[src/rtl/rr_fu_issue_arbiter.sv]
// rr_fu_issue_arbiter: round-robin grant of one non-pipelined FU among N RS entries
module rr_fu_issue_arbiter #(
  parameter int N        = 8,
  parameter int IDX_W    = 3,
  parameter int BUSY_CYC = 4,
  parameter int CNT_W    = 16
) (
  input  logic             clk,
  input  logic             rst_n,
  input  logic [N-1:0]     req,
  input  logic             fu_stall,
  input  logic             flush,
  output logic [N-1:0]     gnt,
  output logic [IDX_W-1:0] gnt_idx,
  output logic             gnt_valid,
  output logic             busy,
  output logic [IDX_W-1:0] rr_ptr,
  output logic [CNT_W-1:0] gnt_cnt
);
  localparam logic [0:0] IDLE = 1'b0;
  localparam logic [0:0] BUSY = 1'b1;
  logic [0:0]       state;
  logic [3:0]       busy_cnt;
  logic [N-1:0]     eff_req;
  logic [IDX_W-1:0] w;
  logic             found;
  assign busy = state == BUSY;
  // the just-granted entry is hidden while its grant is still visible
  always_comb begin
    eff_req = req & ~(gnt_valid ? gnt : '0);
    w = '0;
    found = 1'b0;
    for (int k = N - 1; k >= 0; k--) begin
      if (eff_req[rr_ptr + IDX_W'(k)]) begin
        w = rr_ptr + IDX_W'(k);
        found = 1'b1;
      end
    end
  end
  always_ff @(posedge clk) begin
    if (!rst_n) begin
      state     <= IDLE;
      busy_cnt  <= '0;
      rr_ptr    <= '0;
      gnt       <= '0;
      gnt_idx   <= '0;
      gnt_valid <= 1'b0;
      gnt_cnt   <= '0;
    end else if (flush) begin
      state     <= IDLE;
      busy_cnt  <= '0;
      gnt       <= '0;
      gnt_valid <= 1'b0;
    end else if (state == IDLE) begin
      if (!fu_stall && found) begin
        gnt       <= N'(1) << w;
        gnt_idx   <= w;
        gnt_valid <= 1'b1;
        gnt_cnt   <= gnt_cnt + CNT_W'(1);
        rr_ptr    <= w + IDX_W'(1);
        state     <= BUSY_CYC == 1 ? IDLE : BUSY;
        busy_cnt  <= BUSY_CYC == 1 ? 4'd0 : 4'(BUSY_CYC - 1);
      end else begin
        gnt       <= '0;
        gnt_valid <= 1'b0;
      end
    end else begin
      gnt       <= '0;
      gnt_valid <= 1'b0;
      if (!fu_stall) begin
        state    <= busy_cnt == 4'd1 ? IDLE : BUSY;
        busy_cnt <= busy_cnt - 4'd1;
      end
    end
  end
endmodule

[config.mk]
export PLATFORM = sky130hd
export DESIGN_NAME = rr_fu_issue_arbiter
export DESIGN_NICKNAME = d
export VERILOG_FILES = /design/src/rtl/rr_fu_issue_arbiter.sv
export SDC_FILE = /design/constraint.sdc
export NUM_CORES = 1
export LEC_CHECK = 0
export BUFFER_PORTS_ARGS = -buffer_cell sky130_fd_sc_hd__buf_4
export CAP_MARGIN = 10
export CORE_ASPECT_RATIO = 2
export CORE_MARGIN = 2
export CORE_UTILIZATION = 47
export DETAILED_ROUTE_END_ITERATION = 8
export PLACE_DENSITY_LB_ADDON = 0.2
export SLEW_MARGIN = 20
export SYNTH_ARGS = -nofsm -noshare
export SYNTH_HDL_FRONTEND = slang
export SYNTH_SLANG_ARGS = --single-unit
[constraint.sdc]
create_clock -name clk -period 4.3 [get_ports clk]
set_input_delay 0.86 -clock clk [delete_from_list [all_inputs] [get_ports clk]]
set_output_delay 0.86 -clock clk [all_outputs]
set_load 0.01 [all_outputs]
==> results by stage, run 1 <==
Cells and area:
- The total of fill cells in the finished design is 521.
- The final standard cell count with taps included and fillers excluded is 415.
- The most common cell after layout, fill and taps aside is sky130_fd_sc_hd__buf_4.
- In the layout the commonest cells are 55 x sky130_fd_sc_hd__buf_4, 36 x sky130_fd_sc_hd__dfxtp_1, 24 x sky130_fd_sc_hd__nand2_1.
- The number of nets in the final layout is 375.
- The antenna cell count is 0.
- The area growth from synthesis to layout is 20.11%.
- In the final layout, the share of cells above drive strength 1 is 23.94%.
- The end-of-flow core utilization is 58.73%.

Floorplan:
- The overall die height is ~110 um.
- After floorplanning, the core was divided into 38 placement rows.
- The area of the core region is between 5000 and 6000 sq um.
- The number of top-level design ports is 44.
- The die area is between 6000 and 7000 sq um.
- The initial utilization of the core area, before any placement, comes to 48.89%.
- In this run the horizontal extent of the chip is 57.10 um.

Placed design:
- The half-perimeter wire length after detailed placement is 6.213 mm.
- Including well taps, the total number of placed cells is about 410.
- During placement, the flow inserted port buffers numbering 43.
- The post-place setup slack is roughly 0.53 ns.
- The global placement routability congestion is 0.9280.

Logic synthesis:
- The cell type contributing the most total cell area after synthesis is sky130_fd_sc_hd__dfxtp_1.
- Counting flops with a built-in enable in the synthesized netlist gives 0.
- After synthesis, flip-flops and latches occupy 27.20% of the total area.
- The net count of the mapped netlist is 324.
- Counting flops with an async set or reset pin after synthesis yields a share of 0%.
- Ranked by total cell area, the synthesized netlist is headed by sky130_fd_sc_hd__dfxtp_1 27%, sky130_fd_sc_hd__mux4_2 10%, sky130_fd_sc_hd__ha_1 4.2%, sky130_fd_sc_hd__a21oi_1 4.0%, sky130_fd_sc_hd__nand2_1 3.4%.
- The share of the synthesized area in the top cell type is 27.20%.
- After synthesis, the netlist uses slightly above 60 different library cells.
- Synthesis handed over a netlist of 303 instances.
- Synthesis inferred 36 register bits.
- In the synthesized netlist the dominant register cell turns out to be sky130_fd_sc_hd__dfxtp_1.
- During synthesis, Yosys emitted a total of 0 warnings.
- The combined area of all synthesized cells is 2650 sq um.
- The average footprint of a synthesized cell is 8.746 sq um.

Setup path:
- STA classifies the critical path endpoint as a flop.
- STA puts the critical path data arrival time at 4.01 ns.
- For the worst setup path, the data required time is approximately 4.5 ns.
- Along the worst path, the maximum fanout reaches 13.
- The nature of the critical path startpoint is a flop.
- The critical path in this run is classified as flop to flop.
- For flop-to-flop paths, the worst setup slack is 0.50 ns.

Route:
- Dividing the detail-routed wire length by the instance count gives 18.93 um.
- The total vias in the final route is 2,621.
- The total length of routed wires is 7.855 mm.
- The iteration-0 DRC count of the detailed router is 102.
- In the routed layout, each cell is associated on average with a via count of 6.316.
- The final antenna-violating net count is 0.
- For this run, design rule violations remaining after detail routing come to 0.
- The length of the first detailed-routing pass in iterations is 4.

Run:
- Across the run, the number of max-cap violations was 0.

Clocking:
- Buffers added to address setup during post-CTS repair amount to 0.
- The CTS H-tree depth is 2.
- For this design, the sink count on the clock tree is 36.
- After clock tree synthesis, the repair step resized 0 gates.
- The maximum buffer depth of the clock tree is 2.
- The hold buffer count at CTS is 0.
- The cell sitting at the root of the clock tree is a sky130_fd_sc_hd__clkbuf_8.
- For the worst-skew pair, the clock arrives at the later sink with an insertion delay of 0.30 ns.
- The total CTS buffers is 5.
- TritonCTS built the clock tree.
- The CTS clock-pin slew for the worst setup and hold paths is about 0.070 ns.

Outcome:
- The run finished with clean final reports.

STA:
- The final-report hold violation count was 0.
- The final count of pins violating max slew came to 0.
- Summed over all failing endpoints, the final setup total negative slack is 0 ns.
- The minimum clock period is 3.801 ns.
- Static timing analysis puts the maximum clock frequency at 263.1 MHz.
- The worst path meets setup with 0.4987 ns of slack.
- Setup violations remaining at the end of the flow were counted as 0.
- The clock arrives with 0.009675 ns of skew.
- After layout, the worst path uses around nine tenths of the clock period.
- At the pin with the least slew margin, the transition time is 0.6443 ns.
- Setup repair after global routing left no endpoint under its margin.
- The worst relative slew slack is 56.99%.

Global routing:
- Entering global routing, the biggest net connects 20 pins.
- The overall track demand over capacity in global routing is 26.42%.
- The total grt overflow is 0.
- The via count of the first global-routing pass is between 2,000 and 3,000.
- The number of antenna violations at the first check in global routing is 0.
- The first-pass GRT wire length is 12.71 mm.

Power:
- Dividing total power by cell area gives a power density of ~380 nW/um^2.
- IR analysis of the VDD net gives a maximum drop of between 0.2 and 0.3 mV.
- The leakage dissipation is around 0.0013 uW.

Hold path:
- The tightest min-delay check is of the flop to flop type.
[worst paths after layout]
check / end / startpoint / cells past startpoint
hold / removal: busy_cnt[0]$_SDFFE_PP0P_ / busy_cnt[0]$_SDFFE_PP0P_ / 1
setup / recovery: rr_ptr[2]$_SDFFE_PN0P_ / rr_ptr[1]$_SDFFE_PN0P_ / 9
setup reg to reg: rr_ptr[2]$_SDFFE_PN0P_ / rr_ptr[1]$_SDFFE_PN0P_ / 9
hold reg to reg: busy_cnt[0]$_SDFFE_PP0P_ / busy_cnt[0]$_SDFFE_PP0P_ / 1
[synthesized netlist by cell type (6+ instances only)]
cell,instances
sky130_fd_sc_hd__a21oi_1,21
sky130_fd_sc_hd__dfxtp_1,36
sky130_fd_sc_hd__ha_1,9
sky130_fd_sc_hd__inv_1,17
sky130_fd_sc_hd__mux4_2,12
sky130_fd_sc_hd__nand2_1,24
sky130_fd_sc_hd__nand3_1,8
sky130_fd_sc_hd__nand4_1,6
sky130_fd_sc_hd__nor2_1,23
sky130_fd_sc_hd__nor3_1,7
sky130_fd_sc_hd__o21ai_0,13
sky130_fd_sc_hd__or3_1,7
sky130_fd_sc_hd__xnor2_1,8
[report_power, final]
| part | leakage, uW | switching, uW | internal (uW) |
|---|---|---|---|
| clock network | 0.0000552 | 126 | 172 |
| logic | 0.000945 | 302 | 239 |
| registers | 0.000292 | 25.1 | 347 |
[cell families after synthesis]
group / Yosys count / share of synthesized area (%)
DFF: 36 / 27.20
and+or+nand+nor: 99 / 18.79
xor gates and xnor gates: 14 / 4.910
buffers and inverters: 31 / 5.193
muxes: 21 / 14.49
AOI/OAI and AO/OA: 93 / 25.17
adders and majority gates: 9 / 4.249
[registers in the layout, summed over array words and instances (netlist names)]
name	count
busy_cnt	4
rr_ptr	3
gnt	8
gnt_idx	3
gnt_valid	1
gnt_cnt	16
busy	1
[critical path, stage by stage (launching register included)]
cell	delay, ns
sky130_fd_sc_hd__dfxtp_1	0.73
sky130_fd_sc_hd__ha_1	0.52
sky130_fd_sc_hd__xor2_2	0.37
sky130_fd_sc_hd__mux4_2	0.60
sky130_fd_sc_hd__a31oi_2	0.27
sky130_fd_sc_hd__o221ai_1	0.18
sky130_fd_sc_hd__a31oi_1	0.37
sky130_fd_sc_hd__ha_1	0.30
sky130_fd_sc_hd__o41ai_1	0.10
sky130_fd_sc_hd__nor4_1	0.28
[per-layer routing]
metal	GRT usage [%]	vias to the layer above	routed length [um]	share of wire [%]
met4	21.59	0	599	7.6
met2	50.49	91	4307	55
li1	-	1250	-	-
met1	23.92	1244	2656	34
met3	3.034	36	290	3.7
met5	0	-	0	0
[layout make-up]
cell class	count	area (sq um)	share of cell area, %
Multi-Input combinational cell	236	1792	56.29
Sequential cell	36	720.7	22.64
Timing Repair Buffer	55	412.9	12.97
Inverter	20	75.07	2.358
Tap cell	60	75.07	2.358
Clock buffer	6	72.57	2.280
Clock inverter	2	35.03	1.101
[per-stage QoR]
| step | hold WS, ns | instance area, sq um | power [uW] |
|---|---|---|---|
| after floorplan | 0.4547 | 2650 | 744.4 |
| after detailed placement | 0.4830 | 3075 | 909.5 |
| after CTS | 0.4951 | 3183 | 1207 |
| after global placement | 0.4730 | 3075 | 908.2 |
| final | 0.4915 | 3183 | 1212 |
| after global routing | 0.5165 | 3183 | 1275 |
Power figures use the tool's default switching activity.
==> run 2: changes to the inputs <==
--- a/config.mk
+++ b/config.mk
@@ -14,2 +14,3 @@
 export PLACE_DENSITY_LB_ADDON = 0.2
+export REMOVE_ABC_BUFFERS = 1
 export SLEW_MARGIN = 20
==> constraint.sdc (replaced) <==
create_clock -name clk -period 4.3 [get_ports clk]
set_input_delay 0.215 -clock clk [delete_from_list [all_inputs] [get_ports clk]]
set_output_delay 0.215 -clock clk [all_outputs]
set_load 0.01 [all_outputs]
==> run 2 against run 1 <==
Effect of this change:
- sequential cell count is the same
- first-iteration DRC count shrank 23%
- sequential power shrank 2%
- worst setup slack gained 0.18 ns
- via count shrank 0.42%
- critical path depth grew 2
- sequential share of layout area grew 0.44 points
- clock skew shrank 0.0046 ns
- critical path type unchanged
- fmax grew 4.9%
- critical endpoint unchanged
- highest routed layer unchanged
- final area shrank 1.9%
==> results by stage, run 2 (same netlist as run 1, synthesis figures left out) <==
Floorplan:
- The area of the core region is 5420 sq um.
- The overall die height is 110.2 um.
- The row count is 38.
- The effective utilization at floorplan is 48.89%.
- The die area is 6291 sq um.
- The die extent in x is 57.10 um.
- The number of top-level design ports is 44.

Placed design:
- Before CTS, the worst setup slack after placement is roughly 0.73 ns.
- The global placement routability congestion is a little under 1.
- The half-perimeter wire length after detailed placement is 6.117 mm.
- The count of buffers from port buffering is 43.

Clocking:
- The clock reaches the later pin of the worst-skew pair after roughly 0.28 ns.
- The CTS H-tree depth is 2.
- The CTS clock-pin slew for the worst setup and hold paths is 0.07 ns.
- After clock tree synthesis, the flow added hold-fix buffers numbering 0.
- The total CTS buffers is 5.
- The root buffer selected by CTS is sky130_fd_sc_hd__clkbuf_8.
- TritonCTS built the clock tree.
- The clock net sink count is 36.
- The post-cts gate resize count is 0.
- Buffers added to address setup during post-CTS repair amount to 0.
- The maximum buffer depth of the clock tree is 2.

STA:
- The worst relative slew slack is approximately 58%.
- Between clock sinks in the finished design, the worst skew comes to 0.005039 ns.
- Setup violations remaining at the end of the flow were counted as 0.
- Subtracting the final worst setup slack from the clock period gives 3.624 ns.
- Dividing the final minimum period by the clock period gives 84.29%.
- The final-report hold violation count is 0.
- For the pin with the worst max-slew slack, the measured transition is 0.6060 ns.
- The fmax is 275.9 MHz.
- The setup slack of the critical path after layout is 0.6757 ns.
- Setup repair after global routing left no endpoint under its margin.
- The final count of pins violating max slew came to 0.
- The setup TNS after final layout is 0 ns.

Hold path:
- Along the worst hold path, the cell count comes to 3.
- The worst hold path belongs to the class input pin to flop.
- The endpoint with the worst hold slack is gnt_idx[0]$_SDFFE_PN0P_.
- In this run the most critical hold path is launched from rst_n.

Cells and area:
- Cells with a size suffix above 1 make up 22.92% of the layout.
- Leaving out fill and tap cells, the most frequent cells in the layout are 49 x sky130_fd_sc_hd__buf_4, 36 x sky130_fd_sc_hd__dfxtp_1, 24 x sky130_fd_sc_hd__nand2_1.
- The area added between synthesis and finish is 17.85%.
- At the end of the flow, the number of nets in the layout was 369.
- The flip-flop count of the largest register after layout is 16.
- The library cell used most frequently in the layout, excluding fill and tap cells, is sky130_fd_sc_hd__buf_4.
- Ranked by flip-flop count, first place goes to gnt_cnt.
- In the final layout, the registers with the most flip-flops are gnt_cnt x16, gnt x8, busy_cnt x4.
- After filler insertion, the fill cell instance count of the layout stands at 522.
- The antenna cell count is 0.

Global routing:
- Entering global routing, the biggest net connects 22 pins.
- The number of antenna violations at the first check in global routing was 0.
- The via count of the first global-routing pass is 2,628.
- The total grt overflow is 0.
- The first-pass GRT wire length is between 10 and 15 mm.
- The overall track demand over capacity in global routing is 25.42%.

Setup path:
- The largest incremental delay on the critical path is around 0.56 ns.
- The data arrival time at the worst-slack endpoint is 3.79 ns.
- The worst setup path is captured at a flop.
- Together, buffers and inverters on the worst path number 1.
- The worst register-to-register path has a setup slack of 0.68 ns.
- The critical path in this run is classified as flop to flop.
- The most used cell along the critical path is sky130_fd_sc_hd__a21oi_1.
- The library cell contributing the largest single delay on the critical path is sky130_fd_sc_hd__mux4_2.
- The worst path required time is 4.46 ns.
- The largest fanout of any net on the critical path is 16.
- Counting buffers and inverters, the worst setup path is 11 cells deep.
- Measured in cells, the most critical reg-to-reg path has a length of 11.
- On the critical path the largest part of the delay comes from compound AO/OA/AOI/OAI gates.
- The beginning of the worst register-to-register path is gnt_valid$_SDFF_PP0_.
- The worst register-to-register path ends at rr_ptr[2]$_SDFFE_PN0P_.
- Traced cell by cell, the critical path runs through a21boi_0 > mux2i_1 > mux4_2 > a21oi_1 > o21ai_0 > a21bo_2 > a21oi_1 > inv_1 > ha_1 > o41ai_1 > nor4_1.
- The nature of the critical path startpoint is a flop.

Run:
- The max-cap violation count is 0.

Outcome:
- The run finished with clean final reports.

Route:
- Before antenna repair, the detailed router went through 4 iterations.
- Using the TritonRoute via totals, the vias-per-cell ratio works out to 6.381.
- For this block, the initial DRC count from the detailed router was 79.
- For this block, the routed nets add up to 7.711 mm of wire.
- The post-detailed-route wirelength per cell is around 19 um.
- The final route contains between 2,000 and 3,000 vias.
- The final antenna-violating net count is 0.
- In the routed design, unresolved DRC markers number 0.

Power:
- The analysis attributes to cell leakage a power of around 0.0013 uW.
- The power density over cell area is between 300 and 400 nW/um^2.
- The largest vdd supply drop is 0.3761 mV.
-- run 2: changes by cell type in the layout (fill, tap and decap cells not counted) --
cell,change
sky130_fd_sc_hd__buf_4,-6
sky130_fd_sc_hd__bufinv_16,-1
sky130_fd_sc_hd__clkbuf_1,-1
sky130_fd_sc_hd__clkbuf_8,+1
sky130_fd_sc_hd__clkinv_2,+1
-- run 2: worst max path at each step --
| stage | from | end | slack [ns] |
|---|---|---|---|
| 3_5_place_dp | rr_ptr[1]$_SDFFE_PN0P_ | rr_ptr[2]$_SDFFE_PN0P_ | 0.73 |
| 4_1_cts | rr_ptr[1]$_SDFFE_PN0P_ | rr_ptr[2]$_SDFFE_PN0P_ | 0.73 |
| 5_1_grt | gnt_valid$_SDFF_PP0_ | rr_ptr[2]$_SDFFE_PN0P_ | 0.40 |
| 2_1_floorplan | rr_ptr[0]$_SDFFE_PN0P_ | rr_ptr[2]$_SDFFE_PN0P_ | 0.49 |
| 6_report | gnt_valid$_SDFF_PP0_ | rr_ptr[2]$_SDFFE_PN0P_ | 0.68 |
| 3_3_place_gp | rr_ptr[1]$_SDFFE_PN0P_ | rr_ptr[2]$_SDFFE_PN0P_ | 0.80 |
-- run 2: metrics by stage --
stage	hold slack, ns	area [sq um]	cells	total power [uW]	util, %
after detailed placement	0.4655	3030	401	892.2	55.91
after global routing	0.2368	3123	409	1201	57.62
after global placement	0.4546	3030	401	897.4	55.91
after floorplan	0.3486	2587	292	734.1	-
after CTS	0.2273	3123	409	1137	57.62
final	0.2306	3123	409	1139	57.62
-- run 2: power by group --
group / total, uW / internal [uW] / switching (uW)
registers: 363 / 347 / 16.0
clock network: 245 / 128 / 117
logic: 531 / 223 / 307
total: 1140 / 699 / 440
-- run 2: metal layers --
layer | up-vias | track usage, % | wire (um)
met5 | - | 0 | 0
li1 | 1233 | - | -
met2 | 81 | 49.92 | 4394
met1 | 1259 | 22.34 | 2566
met4 | 0 | 18.94 | 483
met3 | 37 | 3.384 | 267
-- run 2: worst reg2reg max path: cells and delay by family, from the launching register on --
family	cells	cell delay, ns
compound gates	6	1.67
mux	2	0.90
flops	1	0.46
fa+ha+maj	1	0.26
buf+inv	1	0.11
simple gates	1	0.11
-- run 2: layout make-up --
type / count / area [sq um] / area share, %
Tap cell: 60 / 75.07 / 2.404
Timing Repair Buffer: 49 / 367.9 / 11.78
Clock inverter: 2 / 10.01 / 0.3205
Sequential cell: 36 / 720.7 / 23.08
Clock buffer: 6 / 82.58 / 2.644
Multi-Input combinational cell: 236 / 1792 / 57.37
Inverter: 20 / 75.07 / 2.404
